`config.mk`:
```
export PLATFORM = sky130hd
export DESIGN_NAME = cdb_arbiter
export DESIGN_NICKNAME = d
export VERILOG_FILES = /design/src/rtl/cdb_arbiter.sv
export SDC_FILE = /design/constraint.sdc
export NUM_CORES = 1
export LEC_CHECK = 0
export ABC_AREA = 1
export CORE_ASPECT_RATIO = 1.25
export CORE_MARGIN = 2
export CORE_UTILIZATION = 44
export CTS_BUF_LIST = sky130_fd_sc_hd__clkbuf_8
export DETAILED_ROUTE_END_ITERATION = 10
export PLACE_DENSITY_LB_ADDON = 0.08
export SLEW_MARGIN = 20
export SYNTH_ARGS = -nofsm -noshare
export SYNTH_HDL_FRONTEND = slang
export SYNTH_SLANG_ARGS = --single-unit
```
`constraint.sdc`:
```
create_clock -name clk -period 5 [get_ports clk]
set_input_delay 0.75 -clock clk [delete_from_list [all_inputs] [get_ports clk]]
set_output_delay 0.75 -clock clk [all_outputs]
set_load 0.02 [all_outputs]
```
`src/rtl/cdb_arbiter.sv`:
```
// Common data bus arbiter: one holding slot per functional unit, with up to two
// pending results granted round-robin each cycle onto CDB1/CDB2.
module cdb_arbiter #(
  parameter int NUM_FU  = 4,
  parameter int ROBEN_W = 5,
  parameter int DATA_W  = 32
) (
  input  logic                       clk,
  input  logic                       rst,
  input  logic [NUM_FU-1:0]          FU_valid,
  input  logic [NUM_FU*ROBEN_W-1:0]  FU_ROBEN,
  input  logic [NUM_FU*DATA_W-1:0]   FU_VAL,
  output logic [NUM_FU-1:0]          FU_ready,
  input  logic                       ROB_FLUSH_Flag,
  output logic [ROBEN_W-1:0]         CDB_ROBEN1,
  output logic [DATA_W-1:0]          CDB_ROBEN1_VAL,
  output logic [ROBEN_W-1:0]         CDB_ROBEN2,
  output logic [DATA_W-1:0]          CDB_ROBEN2_VAL,
  output logic                       CDB_conflict
);

  localparam int PTR_W = (NUM_FU > 1) ? $clog2(NUM_FU) : 1;
  localparam int SUM_W = PTR_W + 1;

  // Slot state: pend qualifies the payload registers
  logic [NUM_FU-1:0]  pend;
  logic [ROBEN_W-1:0] tag_q [NUM_FU];
  logic [DATA_W-1:0]  val_q [NUM_FU];
  logic [PTR_W-1:0]   rr_ptr;

  // Grant results and per-slot masks derived from them
  logic               g1_vld;
  logic               g2_vld;
  logic [PTR_W-1:0]   g1;
  logic [PTR_W-1:0]   g2;
  logic [PTR_W-1:0]   last_grant;
  logic [PTR_W-1:0]   rr_next;
  logic [NUM_FU-1:0]  grant_mask;
  logic [NUM_FU-1:0]  load_mask;

  // Round-robin scan from rr_ptr over registered pend bits: first hit -> g1, second -> g2
  always_comb begin : grant_scan
    logic [SUM_W-1:0] sum;
    logic [PTR_W-1:0] idx;
    // NOTE: combinational temporaries use blocking '=' and get a default first so no latch is inferred.
    g1_vld = 1'b0;
    g2_vld = 1'b0;
    g1     = '0;
    g2     = '0;
    sum    = '0;
    idx    = '0;
    for (int k = 0; k < NUM_FU; k++) begin
      sum = {1'b0, rr_ptr} + SUM_W'(k);
      if (sum >= SUM_W'(NUM_FU)) sum = sum - SUM_W'(NUM_FU);
      idx = sum[PTR_W-1:0];
      if (pend[idx]) begin
        if (!g1_vld) begin
          g1_vld = 1'b1;
          g1     = idx;
        end else if (!g2_vld) begin
          g2_vld = 1'b1;
          g2     = idx;
        end
      end
    end
  end

  // Slot acceptance: a slot is free if empty or being drained this cycle; flush blocks all
  always_comb begin
    for (int i = 0; i < NUM_FU; i++) begin
      grant_mask[i] = (g1_vld && (g1 == PTR_W'(i))) || (g2_vld && (g2 == PTR_W'(i)));
      FU_ready[i]   = !ROB_FLUSH_Flag && (!pend[i] || grant_mask[i]);
      load_mask[i]  = FU_valid[i] && FU_ready[i] &&
                      (FU_ROBEN[i*ROBEN_W +: ROBEN_W] != '0);
    end
  end

  // Next round-robin pointer: one past the last slot granted, unchanged when idle
  always_comb begin
    last_grant = g2_vld ? g2 : g1;
    rr_next    = rr_ptr;
    if (g1_vld) begin
      rr_next = (last_grant == PTR_W'(NUM_FU - 1)) ? '0 : last_grant + 1'b1;
    end
  end

  // Control state and registered CDB outputs
  always_ff @(posedge clk or negedge rst) begin
    if (!rst) begin
      pend           <= '0;
      rr_ptr         <= '0;
      CDB_ROBEN1     <= '0;
      CDB_ROBEN1_VAL <= '0;
      CDB_ROBEN2     <= '0;
      CDB_ROBEN2_VAL <= '0;
      CDB_conflict   <= 1'b0;
    end else begin
      CDB_conflict <= ($countones(pend) > 2);
      if (ROB_FLUSH_Flag) begin
        pend           <= '0;
        CDB_ROBEN1     <= '0;
        CDB_ROBEN1_VAL <= '0;
        CDB_ROBEN2     <= '0;
        CDB_ROBEN2_VAL <= '0;
      end else begin
        // A load on a slot being drained wins over its clear
        pend           <= (pend & ~grant_mask) | load_mask;
        CDB_ROBEN1     <= g1_vld ? tag_q[g1] : '0;
        CDB_ROBEN1_VAL <= g1_vld ? val_q[g1] : '0;
        CDB_ROBEN2     <= g2_vld ? tag_q[g2] : '0;
        CDB_ROBEN2_VAL <= g2_vld ? val_q[g2] : '0;
        rr_ptr         <= rr_next;
      end
    end
  end

  // Payload capture for accepted results
  // NOTE: payload storage has no reset; pend marks which entries are meaningful.
  always_ff @(posedge clk) begin
    for (int i = 0; i < NUM_FU; i++) begin
      if (load_mask[i]) begin
        tag_q[i] <= FU_ROBEN[i*ROBEN_W +: ROBEN_W];
        val_q[i] <= FU_VAL[i*DATA_W +: DATA_W];
      end
    end
  end

endmodule
```
# Word level (Yosys, flattened, before mapping)
# Memories as Yosys holds them, arrays and structs flattened.
# Cells that the tools add are included.
# totals
reg_bits	81
latchBits	0
ram_bits	148
romBits	0
mem_count	2
# classes
addsub	11
n_mul	0
div_mod_pow	0
magnitude_cmp	9
eq_ne	7
shift	0
muxes	56
bitwise	4
reduce_logical	40
# memory_table
name	words	word_bits	rd	rd_ports_with_merged_regs	write_ports	line_no	rtl
val_q	4	32	2	0	4	28	logic [DATA_W-1:0] val_q [NUM_FU];
tag_q	4	5	2	0	4	27	logic [ROBEN_W-1:0] tag_q [NUM_FU];
# op_table
cell	count
$mux W32	4
$mux W2	21
$mux W1	22
$logic_and A1 B1 Y1	20
$mux W5	4
$reduce_bool A5 Y1	4
$lt A2 B3 Y1 const B	4
$eq A2 B2 Y1 const B	5
$ge A3 B3 Y1 const B	3
$bmux W1 S2	4
$logic_or A1 B1 Y1	8
$sub A2 B1 Y2 const B	4
$add A2 B2 Y3 const B	2
$logic_not A1 Y1	5
$add A1 B1 Y2	2
$and A4 B4 Y4	1
$eq A2 B1 Y1 const B	2
$logic_not A2 Y1	2
$mux W4	1
$not A4 Y4	1
$or A4 B4 Y4	1
$add A2 B1 Y3 const B	1
$add A2 B2 Y3	1
$ge A2 B3 Y1 const B	1
other kinds (4)	4

# Depth between registers and ports, before layout
# Gate-level depths: netlist of the first run.
# depth
word_depth	22
ltp_mapped	18

# Worst setup path after synthesis of the first run
# OpenSTA, ideal clock, no wires.
# synth_timing
path_kind	flip-flop to flip-flop
startpoint	register rr_ptr[0]
endpoint	memory tag_q[3][0] (enable)
arrival_ns	3.429
t_required_ns	4.569
path_slack_ns	1.140
stages_incl_launch_ff	18
n_path_buf	1
period_less_slack_ns	3.860
path_cell_list	dfrtp_1 > buf_4 > nand2_1 > nand3_1 > nand2_4 > ha_1 > inv_1 > nand2_1 > nand2_1 > nand2_1 > nand2_1 > nand2_2 > nand2_4 > nor2_4 > inv_2 > nand3_1 > nand2_1 > nor2_1
# synth_lines
element	line_no	rtl
start, declared	29	logic [PTR_W-1:0] rr_ptr;
start signal, assigned	112	rr_ptr <= rr_next;
end, declared	27	

# Worst setup path in the final report of the first run
# layout_timing
startpoint	register rr_ptr[0]
endpoint	output port FU_ready[3]
# layout_between
elab_chain_len	18
word_cells_on_any_way	55
classes_between	7 x add/sub; 4 x order compare; 2 x eq/ne; 37 x mux; 5 x reduce/logical
# layout_rtl
element	line_no	rtl
parallel branches: the longest is 15 deep, another holds $add A2 B1 Y3	-	
$logic_or A1 B1 Y1 (*)	71	grant_mask[i] = (g1_vld && (g1 == PTR_W'(i))) || (g2_vld && (g2 == PTR_W'(i)));
$logic_or A1 B1 Y1 (*)	72	FU_ready[i] = !ROB_FLUSH_Flag && (!pend[i] || grant_mask[i]);
$logic_and A1 B1 Y1 (*)	72	
end, declared	13	output logic [NUM_FU-1:0] FU_ready,
# Mark *: on every way between the ends. The select of a mux whose other input is x is not followed.

==> results of run 1 <==
[routing by layer]
metal	wire [um]	share of wire, %	up-vias	track usage (%)
met2	14700	51	402	41.9
li1	-	-	3779	-
met1	10600	37	3692	27.7
met4	1070	3.7	2	10.9
met5	11	0.038	-	0
met3	2670	9.2	83	6.37
[final cells by class]
cell class	instances	area share, %
multi-input combinational	621	21.5
inverter	117	3.28
antenna	2	0.0372
sequential	229	48.0
tap	283	2.63
timing repair buffer	247	18.6
clock inverter	23	1.37
clock buffer	45	4.60
[worst max path at each step]
stage / end / depth (start not counted)
after global routing: FU_ready[3] / 18
after CTS: FU_ready[3] / 18
after detailed placement: FU_ready[3] / 18
after global placement: FU_ready[3] / 18
final: FU_ready[3] / 18
after floorplan: tag_q[3][0]$_DFFE_PP_ / 17
[layout by cell type, fill, tap and decap left out, types with 7 or more instances in the layout]
cell type        count
clkdlybuf4s50_1    232
a21oi_1              7
clkbuf_8            45
edfxtp_1           148
nand2_1            252
nand3_1             53
nand2_2              8
inv_2               10
inv_1              112
dfrtp_1             81
o21ai_1             24
o21ai_0             50
buf_4               11
o211ai_1            32
nor2_1             152
[cells by family after synthesis]
logic type	count (synthesis)	share of synthesized area, %
and+or+nand+nor	496	20.7
AOI/OAI and AO/OA	119	6.96
adders and majority gates	6	0.823
buffers and inverters	160	6.97
DFF	229	64.5
[flip-flops by register name, indices dropped and copies added, names as in the netlist]
register	flops
val_q	128
CDB_ROBEN1_VAL	32
CDB_ROBEN2_VAL	32
tag_q	20
CDB_ROBEN1	5
CDB_ROBEN2	5
pend	4
rr_ptr	2
CDB_conflict	1
[worst register-to-register path, stage by stage (launching register included)]
cell and delay, ns:
dfrtp_1 0.62, inv_2 0.20, nand2_1 0.12, nand2_1 0.07, o21ai_2 0.24, inv_2 0.12
nand2_1 0.09, nand2_2 0.08, nand3_1 0.10, nand2_2 0.14, nor2_1 0.17, nand2_1 0.07
nand3_1 0.08, nand2_1 0.12, nor2_4 0.38, buf_4 0.47
[power breakdown]
group	total [mW]	switching, mW	internal (mW)
combinational	5.87	4.10	1.77
sequential	2.64	0.155	2.48
clock	1.73	0.749	0.980
total	10.2	5.00	5.23
==> results.yml, run 1 <==
yosys:
  syn-num-nets: 1171
  avgSynthCellArea_um2: 9.93
  synth-edff-count: 148
  synth.ff_latch_count: 229
  yosysWarningCount: 0
  yosysMostFrequentCell: "nand2_1"
  synth.area.top_cells: "edfxtp_1 44%, dfrtp_1 20%, nand2_1 9.5%"
  yosys.area.top_type_share_pct: 44.3
  synth_cells: 1010
  synth_common_cells: "253 x nand2_1, 156 x nor2_1, 148 x edfxtp_1, 106 x inv_1, 81 x dfrtp_1"
  synth-async-reset-ratio_pct: 35.4
  ys_seq_area_share_pct: 64.5
  ys_types: 32
  yosysTopAreaCell: "edfxtp_1"
  yosys_most_used_dff: "edfxtp_1"
  synthesis.area_um2: 10000
floorplanning:
  start_util_pct: 45.0
  die_w_um: 139
  rows: 61
  core_area_um2: 22300
  boundaryPins: 234
  die_h_um: 173
  dieArea_um2: 24000
clocking:
  cts_buffers: 38
  tritoncts: "yes"
  clock-root-buffer: "clkbuf_8"
  ctsHoldBuffers: 0
  htreeDepth: 2
  clock_path_buffers: 3
  post_cts.repair.setup_buffers: 0
  cts.reportedPaths.clkPinSlew_ns: 0.06
  clk_latency_ns: 0.53
  clkSinkCount: 229
  cts-resized-gates: 0
placement:
  dp_slack_ns: 1.23
  placed_area_um2: 12700
  dpl.hpwl_um: 18500
  gp_congestion: 0.855
  placed_cells: 1497
  portBuffers: 233
worst_setup_path:
  critPathRequiredTime_ns: 4.25
  cp_top_family: "simple AND/OR/NAND/NOR gates"
  critical_path_class: "register to output port"
  slowest_delay_ns: 0.62
  cp.arrival_ns: 3.57
  r2r_start: "rr_ptr[0]$_DFFE_PN0P_"
  startpoint_type: "register"
  cp.buffers_inverters: 5
  crit_fanout: 12
  crit_path_end_kind: "output port"
  r2r_setup_slack_ns: 1.53
  crit_top_cell: "nand2_1"
  crit_slowest_cell: "dfrtp_1"
  timing.rr.end: "val_q[1][2]$_DFFE_PP_"
  cp-startpoint: "rr_ptr[0]$_DFFE_PN0P_"
  path_cells: "inv_2 > nand2_1 > nand3_1 > nand2_4 > ha_1 > inv_1 > nand2_1 > nand2_1 > nand2_1 > nand2_1 > nand2_2 > nand2_4 > nor2_4 > inv_2 > nand3_1 > nand2_1 > inv_1 > clkdlybuf4s50_1"
  reg2regPathDepth: 15
sta:
  setup_viol: 0
  layout_worst_path_cycle_share_pct: 86.4
  timing.fmax_ghz: 0.232
  fin_crit_ns: 4.32
  timing.final.max_slew_violations: 0
  worst_slew_pin_slew_ns: 1.09
  worst_slack_ns: 0.681
  skew_ns: 0.0120
  fin_setup_tns_ns: 0
  final-hold-violation-count: 0
  rsz0062_at_grt: "false"
  slew_headroom_pct: 27.2
  holdWs_ns: 0.181
finish:
  area_delta_synth_final_pct: 34.3
  layout.nets: 1415
  final_area_um2: 13500
  multiInputGateArea_um2: 2900
  layout.cells.non_filler: 1567
  fillers: 1920
  drive_above_1_share_pct: 8.97
  regArea_um2: 6470
  fin_util_pct: 60.4
worst_hold_path:
  hp-class: "primary input to async pin"
run_status:
  status: "complete, no violations"
drt:
  first_pass_iters: 5
  wl_per_cell_um: 18.5
  drc: 0
  first_iter_violations: 618
  wirelength_um: 29100
  ant_nets: 0
  vias: 7958
  vias_per_cell: 5.08
power_and_ir_drop:
  total_power_mw: 10.2
  powerDensity_nw_per_um2: 760
  leakage_nw: 5.72
  peakVddDrop_v: 0.000896
flow_run:
  max_cap_viol_count: 0
global_routing:
  grt_pass1_wl_um: 44000
  antenna_found_initial: 3
  track_usage_pct: 24.0
  grt_max_degree: 81
  grt_pass1_vias: 8102
  grt_overflow: 0
(Power assumes the default switching activity.)
==> inputs of run 2 (changes only) <==
--- a/config.mk
+++ b/config.mk
@@ -8,10 +8,11 @@
 export ABC_AREA = 1
 export CORE_ASPECT_RATIO = 1.25
 export CORE_MARGIN = 2
-export CORE_UTILIZATION = 44
+export CORE_UTILIZATION = 52
 export CTS_BUF_LIST = sky130_fd_sc_hd__clkbuf_8
 export DETAILED_ROUTE_END_ITERATION = 10
 export PLACE_DENSITY_LB_ADDON = 0.08
+export SETUP_SLACK_MARGIN = 0.3
 export SLEW_MARGIN = 20
 export SYNTH_ARGS = -nofsm -noshare
 export SYNTH_HDL_FRONTEND = slang
==> run 2 against run 1 <==
Total power decreased by 4.3%. Via count decreased by 0.82%. Non-clock buffer count decreased by 1. First-iteration DRC count increased by 2.8%. Critical path type unchanged. Critical endpoint is now FU_ready[2]. Largest cell class unchanged. Largest power group unchanged. Highest routed layer is now met4.
==> results.yml, run 2 (synthesized netlist as in run 1, its figures left out) <==
clocking:
  clk_latency_ns: 0.53
  cts.reportedPaths.clkPinSlew_ns: 0.06
  ctsHoldBuffers: 0
  cts_buffers: 36
  htreeDepth: 2
  post_cts.repair.setup_buffers: 0
  clock-root-buffer: "clkbuf_8"
  clock_path_buffers: 3
  tritoncts: "yes"
  clkSinkCount: 229
global_routing:
  grt_max_degree: 81
  grt_util_met3_pct: 5.11
  track_usage_pct: 27.2
  grt_overflow: 0
  grt.met2_usage_pct: 46.7
  top_usage_layer: "met2"
  grt_pass1_vias: 7938
  grt_util_met1_pct: 32.5
  grt_pass1_wl_um: 41900
  antenna_found_initial: 3
worst_setup_path:
  startpoint_type: "register"
  cp.arrival_ns: 3.67
  path_cells: "inv_2 > nand2_1 > nand3_1 > nand2_4 > ha_1 > inv_1 > nand2_1 > nand2_1 > nand2_1 > nand2_1 > nand2_2 > nand2_4 > nand2_2 > nand3_1 > nand2_1 > inv_1 > clkdlybuf4s50_1"
  crit_slowest_cell: "clkdlybuf4s50_1"
  critical_path_class: "register to output port"
  crit_top_cell: "nand2_1"
  slowest_delay_ns: 0.60
  crit_path_end_kind: "output port"
  critPathRequiredTime_ns: 4.25
  crit_fanout: 15
sta:
  worst_slew_pin_slew_ns: 0.962
  layout_worst_path_cycle_share_pct: 88.4
  timing.fmax_ghz: 0.226
  fin_setup_tns_ns: 0
  worst_slack_ns: 0.582
  timing.final.max_slew_violations: 0
  fin_crit_ns: 4.42
  skew_ns: 0.0241
  slew_headroom_pct: 35.0
  rsz0062_at_grt: "false"
  final-hold-violation-count: 0
  setup_viol: 0
floorplanning:
  boundaryPins: 234
  dieArea_um2: 20400
  die_w_um: 128
  die_h_um: 159
  core_area_um2: 18800
  start_util_pct: 53.2
  rows: 56
finish:
  layout_common_cells: "252 x nand2_1, 232 x clkdlybuf4s50_1, 152 x nor2_1, 148 x edfxtp_1, 120 x inv_1"
  layout_commonest_cell: "nand2_1"
  largest_registers: "val_q (128), CDB_ROBEN1_VAL (32), CDB_ROBEN2_VAL (32)"
  layout.nets: 1412
  largest_register_ff_count: 128
  area_delta_synth_final_pct: 31.7
  drive_above_1_share_pct: 7.97
  final_area_um2: 13200
  largest_register: "val_q"
power_and_ir_drop:
  peakVddDrop_v: 0.000478
  powerDensity_nw_per_um2: 742
  leakage_nw: 5.65
  total_power_mw: 9.79
drt:
  drc: 0
  vias_per_cell: 5.21
  vias: 7893
  wirelength_um: 27500
  first_pass_iters: 6
  first_iter_violations: 635
  ant_nets: 0
  wl_per_cell_um: 18.2
placement:
  placed_area_um2: 12500
  dp_slack_ns: 0.989
  gp_congestion: 0.888
  dpl.hpwl_um: 17500
  portBuffers: 233
run_status:
  status: "complete, no violations"
flow_run:
  max_cap_viol_count: 0
worst_hold_path:
  hp-class: "primary input to async pin"
[run 2: final timing paths]
check,from,endpoint,slack (ns),cells after the start
setup reg to reg,rr_ptr[0]$_DFFE_PN0P_,val_q[2][9]$_DFFE_PP_,1.34,17
hold / removal,rst,CDB_ROBEN2_VAL[1]$_DFF_PN0_,0.23,1
max in group asynchronous,rst,CDB_ROBEN2_VAL[17]$_DFF_PN0_,3.80,2
hold reg to reg,val_q[1][20]$_DFFE_PP_,CDB_ROBEN1_VAL[20]$_DFF_PN0_,0.54,2
setup / recovery,rr_ptr[0]$_DFFE_PN0P_,FU_ready[2],0.58,17
min in group clk,val_q[1][20]$_DFFE_PP_,CDB_ROBEN1_VAL[20]$_DFF_PN0_,0.54,2
[run 2: repair_timing]
action,4_1_cts,5_1_grt
hold endpoints to repair,0,0
resized for setup,0,1
setup endpoints to repair,0,1
[run 2: routing by layer]
layer  routed length, um  up-vias
met4                1030        0
met2               14000      416
met5                   0        -
met1               10200     3635
met3                2290       72
li1                    -     3770
[run 2: layout make-up]
cell class	instances	area (um2)
Fill cell	1444	5640
Multi-Input combinational cell	621	2900
Clock buffer	40	551
Clock inverter	26	106
Timing Repair Buffer	246	2440
Inverter	117	442
Sequential cell	229	6470
Tap cell	232	290
Antenna cell	3	7.51
[run 2: critical path: cells and delay by family, from the launching register on]
family | cells | cell delay, ns
buffers and inverters | 4 | 0.92
DFF | 1 | 0.51
and+or+nand+nor | 12 | 1.42
adders and majority gates | 1 | 0.28
[run 2: stage by stage]
| stage | hold WS [ns] | utilization, % | cells |
|---|---|---|---|
| 2_1_floorplan | 0.454 | - | 1010 |
| 3_3_place_gp | 0.520 | 66.4 | 1444 |
| 3_5_place_dp | 0.531 | 66.4 | 1444 |
| 4_1_cts | 0.242 | 69.9 | 1510 |
| 5_1_grt | 0.271 | 70.0 | 1513 |
| 6_report | 0.229 | 70.1 | 1514 |
[run 2: power breakdown]
| part | internal [mW] | total (mW) | switching [mW] |
|---|---|---|---|
| clock network | 0.736 | 1.45 | 0.713 |
| logic | 1.70 | 5.71 | 4.01 |
| registers | 2.48 | 2.63 | 0.151 |
==> inputs of run 3 (changes only) <==
--- a/config.mk
+++ b/config.mk
@@ -5,7 +5,6 @@
 export SDC_FILE = /design/constraint.sdc
 export NUM_CORES = 1
 export LEC_CHECK = 0
-export ABC_AREA = 1
 export CORE_ASPECT_RATIO = 1.25
 export CORE_MARGIN = 2
 export CORE_UTILIZATION = 52
==> run 3 against run 2 <==
First-iteration DRC count shrank 17%. Cell count down 24%. Largest power group unchanged. Critical endpoint unchanged. Wire length fell by 1.8%. Register-to-register slack gained 0.12 ns.
==> results.yml, run 3 <==
yosys:
  yosys.area.top_type_share_pct: 45.1
  synth_common_cells: "148 x edfxtp_1, 113 x mux2i_1, 81 x dfrtp_1, 74 x a211oi_1, 38 x o22ai_1"
  yosysWarningCount: 0
  yosysTopAreaCell: "edfxtp_1"
  synthAdderAreaFrac_pct: 0.839
  ys_types: 57
  synth_top_family_by_area: "compound AO/OA/AOI/OAI gates"
  synth.area.top_cells: "edfxtp_1 45%, dfrtp_1 21%, mux2i_1 11%"
  synth-edff-count: 148
  synth_compound_area_share_pct: 12.0
  ys_seq_area_share_pct: 65.7
  yosysMostFrequentCell: "edfxtp_1"
  synth-simple-area-share_pct: 4.99
  synth.ff_latch_count: 229
  syn-num-nets: 820
  synth_cells: 659
  synth_xor_area_share_pct: 0.356
  synthesis.area_um2: 9840
  synthMuxAreaShare_pct: 11.9
  synth-async-reset-ratio_pct: 35.4
  yosys_most_used_dff: "edfxtp_1"
  avgSynthCellArea_um2: 14.9
global_routing:
  grt_max_degree: 116
  track_usage_pct: 26.4
  grt_pass1_vias: 7418
  antenna_found_initial: 1
  grt_overflow: 0
  grt_pass1_wl_um: 39800
clocking:
  post_cts.repair.setup_buffers: 0
  clock_path_buffers: 3
  tritoncts: "yes"
  htreeDepth: 2
  clk_latency_ns: 0.53
  clkSinkCount: 229
  clock-root-buffer: "clkbuf_8"
  cts.reportedPaths.clkPinSlew_ns: 0.07
  cts_buffers: 37
drt:
  first_iter_violations: 529
  drc: 0
  vias: 6770
  ant_nets: 0
  wl_per_cell_um: 23.4
  first_pass_iters: 5
  wirelength_um: 27000
  vias_per_cell: 5.87
worst_setup_path:
  cp.arrival_ns: 3.71
  startpoint_type: "register"
  critPathRequiredTime_ns: 4.25
  crit_fanout: 16
  critical_path_class: "register to output port"
  slowest_delay_ns: 0.64
  crit_slowest_cell: "clkdlybuf4s50_1"
  path_cells: "mux4_2 > ha_1 > nand3_1 > o2111ai_1 > a32oi_1 > nand2_1 > a31oi_1 > clkdlybuf4s50_1"
  crit_path_end_kind: "output port"
sta:
  final-hold-violation-count: 0
  skew_ns: 0.0159
  timing.final.max_slew_violations: 0
  worst_slack_ns: 0.539
  slew_headroom_pct: 25.9
  timing.fmax_ghz: 0.224
  fin_setup_tns_ns: 0
  rsz0062_at_grt: "false"
  setup_viol: 0
  worst_slew_pin_slew_ns: 1.11
  fin_crit_ns: 4.46
  layout_worst_path_cycle_share_pct: 89.2
finish:
  layout.cells.non_filler: 1154
  fillers: 1310
  layout.nets: 1056
  drive_above_1_share_pct: 8.90
  largest_register_ff_count: 128
  largest_register: "val_q"
  largest_registers: "val_q (128), CDB_ROBEN1_VAL (32), CDB_ROBEN2_VAL (32)"
  area_delta_synth_final_pct: 31.5
  layout_common_cells: "232 x clkdlybuf4s50_1, 148 x edfxtp_1, 113 x mux2i_1, 79 x dfrtp_1, 74 x a211oi_1"
  fin_util_pct: 69.5
  layout_commonest_cell: "clkdlybuf4s50_1"
floorplanning:
  dieArea_um2: 20100
  die_w_um: 127
  rows: 56
  core_area_um2: 18600
  start_util_pct: 52.8
  die_h_um: 158
  boundaryPins: 234
placement:
  dpl.hpwl_um: 16700
  portBuffers: 233
  dp_slack_ns: 0.896
  placed_cells: 1088
  gp_congestion: 0.891
flow_run:
  max_cap_viol_count: 0
power_and_ir_drop:
  leakage_nw: 4.81
  peakVddDrop_v: 0.000397
  powerDensity_nw_per_um2: 560
run_status:
  status: "complete, no violations"
worst_hold_path:
  hp-class: "primary input to async pin"
-- run 3: changes by cell type after synthesis, sizes merged, moves of 68 or more --
cell,previous run,this run
a211oi,0,75
o21ai,76,8
nand2,264,9
mux2i,0,113
nor2,164,13
inv,116,9
-- run 3: cells by family (layout without fill, tap and decap cells) --
kind of cell | Yosys count | in the layout
AOI/OAI and AO/OA | 160 | 160
DFF | 229 | 229
muxes | 115 | 115
adders and majority gates | 6 | 6
buffers and inverters | 60 | 322
xor gates and xnor gates | 4 | 4
and+or+nand+nor | 85 | 85
other | 0 | 1
-- run 3: what timing repair did --
action	CTS	global route
setup endpoints to repair	0	3
hold buffers	0	0
gates resized for setup	0	3
hold endpoints to repair	0	0
-- run 3: stage by stage --
step / hold WS, ns / total power, mW / cell area (um2)
after floorplan: 0.454 / 4.90 / 9850
after global placement: 0.546 / 5.71 / 12300
after detailed placement: 0.558 / 5.82 / 12300
after CTS: 0.288 / 7.28 / 12900
after global routing: 0.298 / 7.58 / 12900
final: 0.264 / 7.25 / 12900
-- run 3: layer usage --
layer | track usage (%) | up-vias | wire [um]
li1 | - | 3038 | -
met2 | 47.7 | 289 | 14200
met5 | 0 | - | 0
met3 | 5.75 | 56 | 1770
met1 | 30.0 | 3387 | 10100
met4 | 11.7 | 0 | 913
-- run 3: critical path: cells and delay by family, from the launching register on --
family | cells | cell delay [ns]
adder cells (fa/ha/maj) | 1 | 0.21
flip-flops | 1 | 0.54
multiplexers | 1 | 0.58
AO/OA/AOI/OAI | 3 | 0.90
buffers and inverters | 1 | 0.64
AND/OR/NAND/NOR | 2 | 0.31
-- run 3: layout make-up --
| cell class | count | area, um2 | share of cell area, % |
|---|---|---|---|
| multi-input combinational | 370 | 3030 | 23.4 |
| inverter | 9 | 33.8 | 0.261 |
| clock inverter | 25 | 110 | 0.850 |
| tap | 232 | 290 | 2.24 |
| timing repair buffer | 248 | 2450 | 19.0 |
| antenna | 1 | 2.50 | 0.0193 |
| clock buffer | 40 | 551 | 4.25 |
| sequential | 229 | 6470 | 50.0 |
-- run 3: final timing paths --
path                                        from                           end  slack (ns)  depth (start not counted)
max reg2reg                rr_ptr[0]$_DFFE_PN0P_  CDB_ROBEN1_VAL[19]$_DFF_PN0_        1.46                          8
min in group clk           val_q[3][1]$_DFFE_PP_   CDB_ROBEN1_VAL[1]$_DFF_PN0_        0.58                          2
max in group asynchronous                    rst  CDB_ROBEN1_VAL[29]$_DFF_PN0_        3.72                          2
max                        rr_ptr[0]$_DFFE_PN0P_                   FU_ready[2]        0.54                          8
min                                          rst        CDB_conflict$_DFF_PN0_        0.26                          1
min reg2reg                val_q[3][1]$_DFFE_PP_   CDB_ROBEN1_VAL[1]$_DFF_PN0_        0.58                          2
-- run 3: power breakdown --
group          internal [mW]  switching (mW)  leakage [nW]
Clock                  0.740           0.716         0.397
Sequential              2.40           0.162          2.45
Combinational           1.38            1.85          1.96
Total                   4.53            2.73          4.81
